<file path="src/rtl/gray_pkg.sv">
// gray_pkg: shared Gray-code helpers and parameter sanity check.
//   bin2gray(b, w)      : binary -> Gray over the low w bits
//   gray2bin(g, w)      : Gray -> binary over the low w bits
//   params_bad(w, max)  : 1 when WIDTH/MAX are outside the legal range
package gray_pkg;

   function automatic logic [31:0] width_mask(input int unsigned w);
      logic [63:0] m;
      m = (64'd1 << w) - 64'd1;
      return m[31:0];
   endfunction

   function automatic logic [31:0] bin2gray(input logic [31:0] b, input int unsigned w);
      logic [31:0] bm;
      bm = b & width_mask(w);
      return bm ^ (bm >> 1);
   endfunction

   // Upper bits are masked to zero, so a prefix XOR from bit 31 down
   // is identical to decoding from bit w-1 down.
   function automatic logic [31:0] gray2bin(input logic [31:0] g, input int unsigned w);
      logic [31:0] gm;
      logic [31:0] r;
      gm = g & width_mask(w);
      r = '0;
      r[31] = gm[31];
      for (int i = 30; i >= 0; i--) begin
         r[i] = r[i+1] ^ gm[i];
      end
      return r;
   endfunction

   function automatic bit params_bad(input int unsigned w, input longint unsigned max);
      return (w < 2) || (w > 32) || (max < 1) || (max > ((64'd1 << w) - 64'd1));
   endfunction

endpackage

</file>
<file path="src/rtl/gray2bin.sv">
// gray2bin: combinational Gray -> binary decoder (prefix XOR from the MSB).
//   i_gray : Gray-coded input, WIDTH bits
//   o_bin  : binary result, WIDTH bits
module gray2bin #(
   parameter int WIDTH = 4
) (
   input  logic [WIDTH-1:0] i_gray,
   output logic [WIDTH-1:0] o_bin
);

   logic [WIDTH-1:0] w_acc;

   always_comb begin
      w_acc = '0;
      w_acc[WIDTH-1] = i_gray[WIDTH-1];
      for (int i = WIDTH - 2; i >= 0; i--) begin
         w_acc[i] = w_acc[i+1] ^ i_gray[i];
      end
      o_bin = w_acc;
   end

endmodule

</file>
<file path="src/rtl/gray_counter.sv">
// gray_counter: up/down modulo-(MAX+1) counter with registered binary and
// Gray outputs, parallel load (binary or Gray), load range check and a
// combinational terminal count for cascading digits.
//   clk, rst_n          : clock, synchronous active-low reset
//   en, up              : count enable, direction (1 = up)
//   load, load_gray     : load strobe (wins over en), load_val format
//   load_val            : value to load
//   bin, gray           : registered count in binary and Gray
//   tc                  : terminal count, drives the next digit's en
//   err                 : one-cycle pulse after a load above MAX
// With MAX < 2^WIDTH-1 the MAX<->0 wrap may flip more than one Gray bit.
module gray_counter
   import gray_pkg::*;
#(
   parameter int          WIDTH = 4,
   parameter int unsigned MAX   = 9
) (
   input  logic             clk,
   input  logic             rst_n,
   input  logic             en,
   input  logic             up,
   input  logic             load,
   input  logic             load_gray,
   input  logic [WIDTH-1:0] load_val,
   output logic [WIDTH-1:0] bin,
   output logic [WIDTH-1:0] gray,
   output logic             tc,
   output logic             err
);

   localparam bit               P_BAD = params_bad(WIDTH, 64'(MAX));
   localparam logic [WIDTH-1:0] MAX_V = MAX[WIDTH-1:0];

   generate
      if (P_BAD) begin : g_bad_params
         $error("gray_counter: illegal WIDTH/MAX combination");
      end
   endgenerate

   logic [WIDTH-1:0] r_bin;
   logic [WIDTH-1:0] r_gray;
   logic             r_err;

   logic [WIDTH-1:0] w_dec;
   logic [WIDTH-1:0] w_load_bin;
   logic [WIDTH-1:0] w_load_gray;
   logic             w_load_ok;
   logic [WIDTH-1:0] w_next;
   logic [WIDTH-1:0] w_next_gray;
   logic             w_at_max;
   logic             w_at_zero;

   gray2bin #(.WIDTH(WIDTH)) u_dec (
      .i_gray (load_val),
      .o_bin  (w_dec)
   );

   assign w_load_bin  = load_gray ? w_dec : load_val;
   assign w_load_ok   = (w_load_bin <= MAX_V);
   assign w_load_gray = WIDTH'(bin2gray(32'(w_load_bin), WIDTH));

   assign w_at_max  = (r_bin == MAX_V);
   assign w_at_zero = (r_bin == '0);

   always_comb begin
      w_next = r_bin;
      if (up) begin
         w_next = w_at_max ? '0 : r_bin + 1'b1;
      end else begin
         w_next = w_at_zero ? MAX_V : r_bin - 1'b1;
      end
   end

   assign w_next_gray = WIDTH'(bin2gray(32'(w_next), WIDTH));

   always_ff @(posedge clk) begin
      if (!rst_n) begin
         r_bin  <= '0;
         r_gray <= '0;
         r_err  <= 1'b0;
      end else begin
         r_err <= 1'b0;
         if (load) begin
            if (w_load_ok) begin
               r_bin  <= w_load_bin;
               r_gray <= w_load_gray;
            end else begin
               r_err <= 1'b1;
            end
         end else if (en) begin
            r_bin  <= w_next;
            r_gray <= w_next_gray;
         end
      end
   end

   assign tc   = en & ~load & ((up & w_at_max) | (~up & w_at_zero));
   assign bin  = r_bin;
   assign gray = r_gray;
   assign err  = r_err;

endmodule

</file>
<file path="config.mk">
export PLATFORM = sky130hd
export DESIGN_NAME = gray_counter
export DESIGN_NICKNAME = d
export VERILOG_FILES = /design/src/rtl/gray_pkg.sv /design/src/rtl/gray2bin.sv /design/src/rtl/gray_counter.sv
export SDC_FILE = /design/constraint.sdc
export NUM_CORES = 1
export LEC_CHECK = 0
export BUFFER_PORTS_ARGS = -buffer_cell sky130_fd_sc_hd__buf_2
export CAP_MARGIN = 10
export CORE_MARGIN = 10
export CORE_UTILIZATION = 55
export DETAILED_ROUTE_END_ITERATION = 16
export GPL_TIMING_DRIVEN = 0
export HOLD_SLACK_MARGIN = 0.06
export PLACE_DENSITY = 0.82
export SLEW_MARGIN = 25
export SYNTH_ARGS = -nofsm -noshare
export SYNTH_HDL_FRONTEND = slang
export SYNTH_SLANG_ARGS = --single-unit
</file>
<file path="constraint.sdc">
create_clock -name clk -period 3.8 [get_ports clk]
set_clock_uncertainty 0.1 [all_clocks]
set_input_delay 0.57 -clock clk [delete_from_list [all_inputs] [get_ports clk]]
set_output_delay 0.57 -clock clk [all_outputs]
set_load 0.1 [all_outputs]
</file>
==> impl_summary.txt, run 1 <==
----------------------------------------------------
[Cells and area]
  Post-route insts no fill ... 147
  Antenna diode count ... 0
  Area of the multi-input gates ... 566.8 µm²
  Synthesis-to-layout area growth ... 18.02%
  FILL cells ... 119
  Most frequent cells in the layout ... sky130_fd_sc_hd__nand2_1, sky130_fd_sc_hd__buf_2, sky130_fd_sc_hd__a21oi_1, sky130_fd_sc_hd__dfxtp_1
  Fraction of final layout cells sized beyond drive strength 1 ... 19.70%
  Net count of the finished layout ... 147
  Post-route standard cell area excluding fillers ... 925.9 µm²
  Sequential standard cell area ... 160.2 µm²
  Core occupancy in the finished layout ... 70.28%

[Detailed routing]
  Vias post-DR ... 886
  Post-Route WL ... 2.123 mm
  Average wire per cell in the routed design ... 14.44 µm
  DRT iter0 DRCs ... 43
  Count of TritonRoute iterations in the first routing pass ... 4
  DRC violation count after routing ... 0
  Detail-routed via count per cell ... 6.027
  Post-DRT Antenna Nets ... 0

[Status]
  Status ... complete, no violations

[Synthesis]
  Compound-cell area share of the yosys netlist ... 29.98%
  Post-Syn Instances ... 112
  Simple-gate share of the synthesized area ... 25.20%
  Syn_nets ... 125
  Register bit total from synthesis ... 8
  Multiplexer share of the synthesized area ... 2.552%
  YS warnings ... 0
  Arithmetic-cell share of the synthesized area counting full adders, half adders and majority gates ... 4.785%
  Dominant combinational cell family by area after synthesis ... compound AO/OA/AOI/OAI gates
  Xor-xnor portion of the synthesized cell area ... 7.815%
  Post-synthesis cell type count ... 40
  Register area share after synthesis ... 20.41%
  Post-Synthesis Mean Instance Area ... 7.004 µm²
  Cell area after technology mapping ... 784.5 µm²

[STA]
  RSZ-0062 raised after global routing ... false
  Number of slew-limit violations in the final report ... 0
  Setup violators final ... 0
  Relative max-transition margin ... 67.51%
  Part of the cycle the worst path needs ... 73.27%
  Transition time of the tightest slew-check pin ... 0.4907 ns
  Highest clock rate ... 0.3592 GHz
  Sum of negative setup slack ... 0 ns
  Count of endpoints failing hold in the final timing report ... 0
  Final critical path time including I/O delays and setup ... 2.784 ns

[Die]
  Vertical extent of the die ... 57.77 µm
  Die extent in x ... 57.77 µm
  Number of placement rows ... 13
  Initial cell density of the core ... 59.54%
  Area of the core ... 0.001318 mm²
  Die area ... 0.003337 mm²
  IO Pins ... 20

[Power]
  Ratio of total power to cell area ... 412.1 mW/mm²
  Total leakage power ... 0.3912 nW
  Peak supply drop ... 0.2454 mV

[GRT]
  Initial antenna violation count ... 0
  Aggregate global routing overflow ... 0
  GR Util All Layers ... 12.48%
  Number of global-route vias before repair ... 817
  Wire length of the first global-routing pass ... 3.408 mm
  Maximum number of pins on one net before global-route repair ... 11

[Clocking]
  Total setup buffers inserted after CTS ... 0
  Worst-skew pair later-pin latency ... 0.25 ns
  Total CTS buffers ... 3
  CTS clock-pin slew for the worst setup and hold paths ... 0.06 ns
  Number of buffers on the longest clock path ... 2
  CTS tree ... yes
  Count of hold buffers inserted by post-cts repair ... 0
  Number of H-tree levels ... 1
  Clock tree sinks ... 8
  Cell at the root of the clock tree ... sky130_fd_sc_hd__clkbuf_4
  Post_cts resized ... 0

[Placement]
  Final HPWL DP ... 1.651 mm
  Final estimated routing congestion in global placement ... 0.8856
  Count of input and output buffers ... 17
  Placed Instance Area ... 903.4 µm²
  Cell total after placement ... 144

[Worst setup path]
  Endpoint required time on the critical path ... 3.84 ns
  Maximum net fanout on the critical path ... 7
  Worst endpoint data arrival time ... 2.83 ns
  Kind of end point of the critical path ... flop
  Setup crit start kind ... input port
  Classification of the worst setup path ... in2reg

[Job]
  Number of max-cap violations ... 0

[Worst hold path]
  Class of the most critical hold timing path ... reg2reg

----------------------------------------------------
==> cell families after synthesis <==
| logic type | after synthesis |
|---|---|
| AO/OA/AOI/OAI | 36 |
| XOR/XNOR | 7 |
| adder cells (fa/ha/maj) | 3 |
| buffers and inverters | 16 |
| flip-flops | 8 |
| multiplexers | 2 |
| AND/OR/NAND/NOR | 40 |
==> Yosys cell counts <==
cell type	instances	share of area, %
sky130_fd_sc_hd__o2111ai_1	1	1.1
sky130_fd_sc_hd__or4_1	1	0.96
sky130_fd_sc_hd__nor2_1	5	2.4
sky130_fd_sc_hd__buf_2	1	0.64
sky130_fd_sc_hd__and2_4	1	1.1
sky130_fd_sc_hd__a211oi_1	2	1.9
sky130_fd_sc_hd__or2_1	1	0.80
sky130_fd_sc_hd__nor3_1	2	1.3
sky130_fd_sc_hd__mux2i_1	2	2.6
sky130_fd_sc_hd__ha_1	3	4.8
sky130_fd_sc_hd__inv_1	5	2.4
sky130_fd_sc_hd__dfxtp_1	8	20
sky130_fd_sc_hd__buf_6	1	1.4
sky130_fd_sc_hd__xnor2_1	2	2.2
sky130_fd_sc_hd__o211ai_1	1	0.96
sky130_fd_sc_hd__o221ai_1	1	1.1
sky130_fd_sc_hd__o22ai_1	2	1.6
sky130_fd_sc_hd__o221a_1	1	1.4
sky130_fd_sc_hd__buf_1	1	0.48
sky130_fd_sc_hd__nand2_1	18	8.6
sky130_fd_sc_hd__a21oi_1	10	6.4
sky130_fd_sc_hd__buf_4	1	0.96
sky130_fd_sc_hd__nor2b_1	1	0.80
sky130_fd_sc_hd__nand2b_1	4	3.2
sky130_fd_sc_hd__xor2_1	5	5.6
sky130_fd_sc_hd__nor4bb_1	1	1.3
sky130_fd_sc_hd__and2_1	1	0.80
sky130_fd_sc_hd__o21ai_1	3	1.9
sky130_fd_sc_hd__a211o_1	1	1.1
sky130_fd_sc_hd__nor4_1	2	1.6
sky130_fd_sc_hd__a221o_1	2	2.6
sky130_fd_sc_hd__nor3b_1	1	0.96
sky130_fd_sc_hd__a311oi_1	2	2.2
sky130_fd_sc_hd__a2bb2oi_1	1	1.1
sky130_fd_sc_hd__a31oi_1	1	0.80
sky130_fd_sc_hd__clkbuf_1	7	3.3
sky130_fd_sc_hd__o21ai_0	7	4.5
sky130_fd_sc_hd__a2111oi_1	1	1.3
sky130_fd_sc_hd__or2_2	1	0.80
sky130_fd_sc_hd__nand3_1	1	0.64
==> worst max-delay path, cell delays in order <==
cell and delay [ns]:
sky130_fd_sc_hd__buf_2 0.13, sky130_fd_sc_hd__xor2_1 0.32, sky130_fd_sc_hd__mux2i_1 0.28, sky130_fd_sc_hd__xor2_1 0.12
sky130_fd_sc_hd__ha_1 0.19, sky130_fd_sc_hd__nand2b_1 0.13, sky130_fd_sc_hd__a221o_1 0.33, sky130_fd_sc_hd__or2_1 0.25
sky130_fd_sc_hd__buf_6 0.13, sky130_fd_sc_hd__and2_4 0.14, sky130_fd_sc_hd__o221a_1 0.23
==> final cells by class <==
class                   count  area share [%]
well taps                  15           2.027
multi-input cells          88           61.22
clock buffers               3           2.432
repair buffers             17           9.189
plain buffers              11           5.811
flip-flops and latches      8           17.30
inverters                   5           2.027
==> flip-flops by register name (all words and copies together) (netlist names) <==
signal and count:
bin 4, err 1, gray 3
==> worst paths after layout <==
path,from,to,slack (ns),depth (start not counted)
setup / recovery,load_val[3],bin[3],1.02,11
hold / removal,gray[2],gray[2],0.35,2
setup reg to reg,bin[1],gray[1],2.00,6
hold reg to reg,gray[2],gray[2],0.35,2
==> layer usage <==
layer | routed length [µm] | up-vias | GRT usage (%)
met5 | 0 | - | 0
met4 | 54 | 0 | 9.060
met3 | 192 | 6 | 2.832
met2 | 1001 | 53 | 20.40
met1 | 875 | 389 | 13.78
li1 | - | 438 | -
==> metrics by stage <==
stage	worst slack (ns)	power (W)	hold slack, ns
3_3_place_gp	0.8153	0.0003112	0.3364
5_1_grt	0.9003	0.0004019	0.3660
2_1_floorplan	0.5912	0.0002763	0.7737
6_report	1.016	0.0003816	0.3486
4_1_cts	1.036	0.0003817	0.3500
3_5_place_dp	0.7671	0.0003148	0.3422
==> power breakdown <==
group          leakage (nW)  internal (W)  switching, W
combinational         0.311     0.0000562      0.000157
sequential           0.0661     0.0000937    0.00000800
clock                0.0138     0.0000362     0.0000301
total                 0.391      0.000186      0.000195
Note: power is estimated with default switching activity, not from simulation.
==> inputs of run 2 (changes only) <==
ABC_AREA = 1   (was not set)
CORE_ASPECT_RATIO = 1.25   (was not set)
CORE_UTILIZATION = 46   (was 55)
PLACE_DENSITY = 0.74   (was 0.82)
clock period = 2.5 ns   (was 3.8 ns; I/O delays follow)
==> impl_summary.txt, run 2 <==
----------------------------------------------------
[Detailed routing]
  Count of TritonRoute iterations in the first routing pass ... 4
  DRT iter0 DRCs ... 13
  Vias post-DR ... 832
  Post-DRT Antenna Nets ... 0
  Post-Route WL ... 1.760 mm
  Average wire per cell in the routed design ... 10.11 µm
  Detail-routed via count per cell ... 4.782
  DRC violation count after routing ... 0

[STA]
  Count of endpoints failing hold in the final timing report ... 0
  Number of slew-limit violations in the final report ... 0
  RSZ-0062 raised after global routing ... false
  Part of the cycle the worst path needs ... 86.33%
  Transition time of the tightest slew-check pin ... 0.4901 ns
  Setup violators final ... 0
  Relative max-transition margin ... 67.55%
  Final critical path time including I/O delays and setup ... 2.158 ns
  Highest clock rate ... 0.4634 GHz
  Post-Route Hold Slack ... 0.2987 ns
  Sum of negative setup slack ... 0 ns

[Die]
  Number of placement rows ... 16
  Die area ... 0.003731 mm²
  IO Pins ... 20
  Area of the core ... 0.001582 mm²
  Vertical extent of the die ... 65.84 µm
  Die extent in x ... 56.67 µm
  Initial cell density of the core ... 48.89%

[Synthesis]
  Portion of synthesized cell area occupied by the leading cell type ... 20.71%
  Post-Syn Instances ... 134
  Post-Synthesis Mean Instance Area ... 5.770 µm²
  Register bit total from synthesis ... 8
  YS warnings ... 0
  Number of enable-type register cells in the synthesized netlist ... 0
  Post-synth top cells ... sky130_fd_sc_hd__nand2_1, sky130_fd_sc_hd__inv_1, sky130_fd_sc_hd__nand3_1, sky130_fd_sc_hd__nor2_1, sky130_fd_sc_hd__dfxtp_1
  Most common cell in the synthesized netlist ... sky130_fd_sc_hd__nand2_1
  Top cells by area in the synthesized netlist ... sky130_fd_sc_hd__dfxtp_1, sky130_fd_sc_hd__nand2_1, sky130_fd_sc_hd__nand3_1, sky130_fd_sc_hd__inv_1, sky130_fd_sc_hd__nor2_1
  Register area share after synthesis ... 20.71%
  Cell area after technology mapping ... 773.2 µm²
  Post-synth top flop ... sky130_fd_sc_hd__dfxtp_1
  Fraction of synthesis flops using an asynchronous set or reset pin ... 0%
  Syn_nets ... 147
  Post-synthesis cell type count ... 26
  Cell type with the largest total area after synthesis ... sky130_fd_sc_hd__dfxtp_1

[GRT]
  Maximum number of pins on one net before global-route repair ... 11
  GR Util All Layers ... 9.413%
  Initial antenna violation count ... 0
  Wire length of the first global-routing pass ... 2.960 mm
  Number of global-route vias before repair ... 754
  Aggregate global routing overflow ... 0

[Cells and area]
  Net count of the finished layout ... 171
  Most common cell after layout, fill and taps aside ... sky130_fd_sc_hd__nand2_1
  Synthesis-to-layout area growth ... 21.36%
  Most frequent cells in the layout ... sky130_fd_sc_hd__nand2_1, sky130_fd_sc_hd__buf_2, sky130_fd_sc_hd__inv_1, sky130_fd_sc_hd__nand3_1, sky130_fd_sc_hd__nor2_1
  Antenna diode count ... 0
  Flip-flop count of the largest register, all copies and words added ... 4
  Post-route insts no fill ... 174
  Fraction of final layout cells sized beyond drive strength 1 ... 30.13%

[Placement]
  Cell total after placement ... 171
  Count of input and output buffers ... 19
  Final HPWL DP ... 1.481 mm
  Final estimated routing congestion in global placement ... 0.7709

[Worst setup path]
  Worst endpoint data arrival time ... 1.68 ns
  Endpoint required time on the critical path ... 2.03 ns
  Classification of the worst setup path ... reg2out
  Kind of end point of the critical path ... output pin
  Setup crit start kind ... flop
  Logic depth of the worst register-to-register path ... 8
  Maximum net fanout on the critical path ... 8

[Status]
  Status ... complete, no violations

[Clocking]
  Clock tree sinks ... 8
  CTS clock-pin slew for the worst setup and hold paths ... 0.05 ns
  Count of hold buffers inserted by post-cts repair ... 0
  Total CTS buffers ... 3
  Total setup buffers inserted after CTS ... 0
  Cell at the root of the clock tree ... sky130_fd_sc_hd__clkbuf_4
  Worst-skew pair later-pin latency ... 0.25 ns
  CTS tree ... yes
  Post_cts resized ... 0
  Number of buffers on the longest clock path ... 2
  Number of H-tree levels ... 1

[Job]
  Number of max-cap violations ... 0

[Worst hold path]
  Worst hold path stage count ... 3
  Class of the most critical hold timing path ... in2reg

[Power]
  Total leakage power ... 0.5237 nW
  Ratio of total power to cell area ... 610.1 mW/mm²
  Peak supply drop ... 0.3321 mV

----------------------------------------------------
==> run 2: cell families (layout without fill, tap and decap cells) <==
| group | Yosys count | after routing | share of synthesized area [%] |
|---|---|---|---|
| flops | 8 | 8 | 20.71 |
| buf+inv | 23 | 45 | 12.78 |
| xor+xnor | 1 | 1 | 1.133 |
| fa+ha+maj | 3 | 3 | 4.855 |
| simple gates | 82 | 82 | 47.41 |
| compound gates | 17 | 17 | 13.11 |
==> run 2: final timing paths <==
| check | startpoint | to | slack (ns) |
|---|---|---|---|
| worst max-delay path | bin[0] | tc | 0.34 |
| worst min-delay path | rst_n | bin[0] | 0.30 |
| worst max register to register | bin[0] | bin[1] | 0.91 |
| worst min register to register | gray[2] | gray[2] | 0.40 |
==> run 2: critical path: stages, from the launching register on <==
cell and delay, ns:
sky130_fd_sc_hd__dfxtp_4 0.34, sky130_fd_sc_hd__buf_6 0.13, sky130_fd_sc_hd__nor2_2 0.19, sky130_fd_sc_hd__a21oi_2 0.12
sky130_fd_sc_hd__nor4_4 0.20, sky130_fd_sc_hd__buf_2 0.46
==> run 2: power by group <==
group | switching, W | internal, W
sequential | 0.0000135 | 0.000143
combinational | 0.000239 | 0.0000804
clock | 0.0000417 | 0.0000548
==> run 2: area by class of cell <==
cell class / instances / area (µm²)
fillers: 165 / 643.1
multi-input cells: 103 / 529.3
flip-flops and latches: 8 / 170.2
repair buffers: 19 / 95.09
inverters: 20 / 75.07
plain buffers: 3 / 23.77
clock buffers: 3 / 22.52
well taps: 18 / 22.52
==> run 2: per-stage QoR <==
stage | utilization, % | area [µm²] | total power [W] | worst slack, ns
4_1_cts | 59.34 | 938.4 | 0.0005808 | 0.3210
3_3_place_gp | 57.91 | 915.9 | 0.0004743 | 0.4380
6_report | 59.34 | 938.4 | 0.0005725 | 0.3418
2_1_floorplan | - | 798.3 | 0.0004242 | 0.01926
5_1_grt | 59.34 | 938.4 | 0.0006101 | 0.2456
3_5_place_dp | 57.91 | 915.9 | 0.0004789 | 0.4174
==> run 2: metal layers <==
metal	global-route usage, %	part of all wire, %	up-vias
met4	6.325	0.51	0
li1	-	-	468
met3	3.269	7.0	2
met1	9.446	44	347
met2	16.07	48	15
met5	0	0	-
==> inputs of run 3 (changes only) <==
CAP_MARGIN = not set   (was 10)
CORE_UTILIZATION = 45   (was 46)
PLACE_DENSITY = 0.72   (was 0.74)
SKIP_CTS_REPAIR_TIMING = 1   (was not set)
==> impl_summary.txt, run 3 (synthesis results as in run 2) <==
----------------------------------------------------
[GRT]
  Maximum number of pins on one net before global-route repair ... 11
  Wire length of the first global-routing pass ... 3.139 mm
  Aggregate global routing overflow ... 0
  GR Util All Layers ... 9.785%
  Number of global-route vias before repair ... 811
  Initial antenna violation count ... 0

[Clocking]
  CTS tree ... yes
  Clock tree sinks ... 8
  Cell at the root of the clock tree ... sky130_fd_sc_hd__clkbuf_4
  Number of buffers on the longest clock path ... 2
  Total CTS buffers ... 3
  Worst-skew pair later-pin latency ... 0.26 ns
  CTS clock-pin slew for the worst setup and hold paths ... 0.06 ns
  Number of H-tree levels ... 1

[Power]
  Peak supply drop ... 0.4333 mV
  Net Sw Frac ... 51.83%
  Overall power of the completed layout ... 0.0005784 W
  P_sw ... 0.0002998 W
  Logic gate share of total power ... 55.5%
  Total leakage power ... 0.5237 nW
  Ratio of total power to cell area ... 616.4 mW/mm²
  Sequential share of power ... 27.2%
  Part of the power in the clock network ... 17.3%
  Pint ... 0.0002786 W

[Job]
  Number of max-cap violations ... 0

[Worst setup path]
  Classification of the worst setup path ... reg2out
  Series of cell instances along the critical path ... buf_6 > nor2_2 > a21oi_2 > nor4_4 > buf_2
  Kind of end point of the critical path ... output pin
  Highest-delay cell along the critical path ... sky130_fd_sc_hd__buf_2
  Maximum net fanout on the critical path ... 8
  Worst endpoint data arrival time ... 1.69 ns
  Delay of the slowest cell on the worst path ... 0.46 ns
  Endpoint required time on the critical path ... 2.03 ns
  Setup crit start kind ... flop

[Detailed routing]
  Post-Route WL ... 1.921 mm
  Post-DRT Antenna Nets ... 0
  Vias post-DR ... 882
  Count of TritonRoute iterations in the first routing pass ... 4
  DRT iter0 DRCs ... 22
  DRC violation count after routing ... 0
  Average wire per cell in the routed design ... 11.04 µm
  Detail-routed via count per cell ... 5.069

[Placement]
  Final estimated routing congestion in global placement ... 0.8724
  Count of input and output buffers ... 19
  Cell total after placement ... 171
  Final HPWL DP ... 1.592 mm

[STA]
  Number of slew-limit violations in the final report ... 0
  RSZ-0062 raised after global routing ... false
  Count of endpoints failing hold in the final timing report ... 0
  Transition time of the tightest slew-check pin ... 0.4892 ns
  Part of the cycle the worst path needs ... 86.63%
  Sum of negative setup slack ... 0 ns
  Highest clock rate ... 0.4617 GHz
  Final critical path time including I/O delays and setup ... 2.166 ns
  Relative max-transition margin ... 67.61%
  Setup violators final ... 0

[Cells and area]
  Flip-flop count of the largest register, all copies and words added ... 4
  Net count of the finished layout ... 171
  Post-route insts no fill ... 174
  Core occupancy in the finished layout ... 58.59%
  Fraction of final layout cells sized beyond drive strength 1 ... 30.13%
  FILL cells ... 164
  Most frequent cells in the layout ... sky130_fd_sc_hd__nand2_1, sky130_fd_sc_hd__buf_2, sky130_fd_sc_hd__inv_1, sky130_fd_sc_hd__nand3_1, sky130_fd_sc_hd__nor2_1
  Most common cell after layout, fill and taps aside ... sky130_fd_sc_hd__nand2_1
  Synthesis-to-layout area growth ... 21.36%
  Antenna diode count ... 0

[Die]
  Initial cell density of the core ... 48.28%
  Number of placement rows ... 16
  IO Pins ... 20
  Die extent in x ... 57.08 µm
  Vertical extent of the die ... 66.35 µm
  Die area ... 0.003787 mm²
  Area of the core ... 0.001602 mm²

[Worst hold path]
  Class of the most critical hold timing path ... in2reg

[Status]
  Status ... complete, no violations

----------------------------------------------------
-- run 3: final cells by class --
class	instances	area (µm²)	share of cell area, %
inverters	20	75.07	8.000
repair buffers	19	95.09	10.13
flip-flops and latches	8	170.2	18.13
plain buffers	3	23.77	2.533
multi-input cells	103	529.3	56.40
well taps	18	22.52	2.400
clock buffers	3	22.52	2.400
-- run 3: worst paths after layout --
| kind | cells after the start | endpoint | start | slack [ns] |
|---|---|---|---|---|
| max reg2reg | 8 | bin[1] | bin[0] | 0.93 |
| max | 5 | tc | bin[0] | 0.33 |
| min | 3 | bin[2] | rst_n | 0.29 |
| min reg2reg | 2 | gray[2] | gray[2] | 0.39 |
-- run 3: metal layers --
metal / track usage, % / share of wire (%) / vias up / wire length, µm
met5: 0 / 0 / - / 0
met3: 2.692 / 4.9 / 4 / 95
met1: 10.11 / 43 / 391 / 833
met4: 4.706 / 2.1 / 0 / 40
met2: 17.66 / 50 / 21 / 952
li1: - / - / 466 / -
-- run 3: power groups by stage --
stage | clock network, W | logic (W) | registers, W
after floorplan | 0 | 0.000163 | 0.000261
after global placement | 0 | 0.000317 | 0.000159
after detailed placement | 0 | 0.000322 | 0.000159
after CTS | 0.000102 | 0.000323 | 0.000156
after global routing | 0.000108 | 0.000351 | 0.000159
final | 0.000100 | 0.000321 | 0.000157
-- run 3: critical path, delay by kind of cell (launching register included) --
family / cells / cell delay [ns]
AO/OA/AOI/OAI: 1 / 0.13
buffers and inverters: 2 / 0.59
flip-flops: 1 / 0.34
AND/OR/NAND/NOR: 2 / 0.39
-- run 3: per-stage QoR --
stage / setup WS (ns) / hold WS [ns] / cell area [µm²]
5_1_grt: 0.2196 / 0.3059 / 938.4
3_5_place_dp: 0.3638 / 0.3774 / 915.9
6_report: 0.3343 / 0.2888 / 938.4
3_3_place_gp: 0.4441 / 0.3719 / 915.9
2_1_floorplan: 0.01926 / 0.3857 / 798.3
4_1_cts: 0.3230 / 0.2885 / 938.4
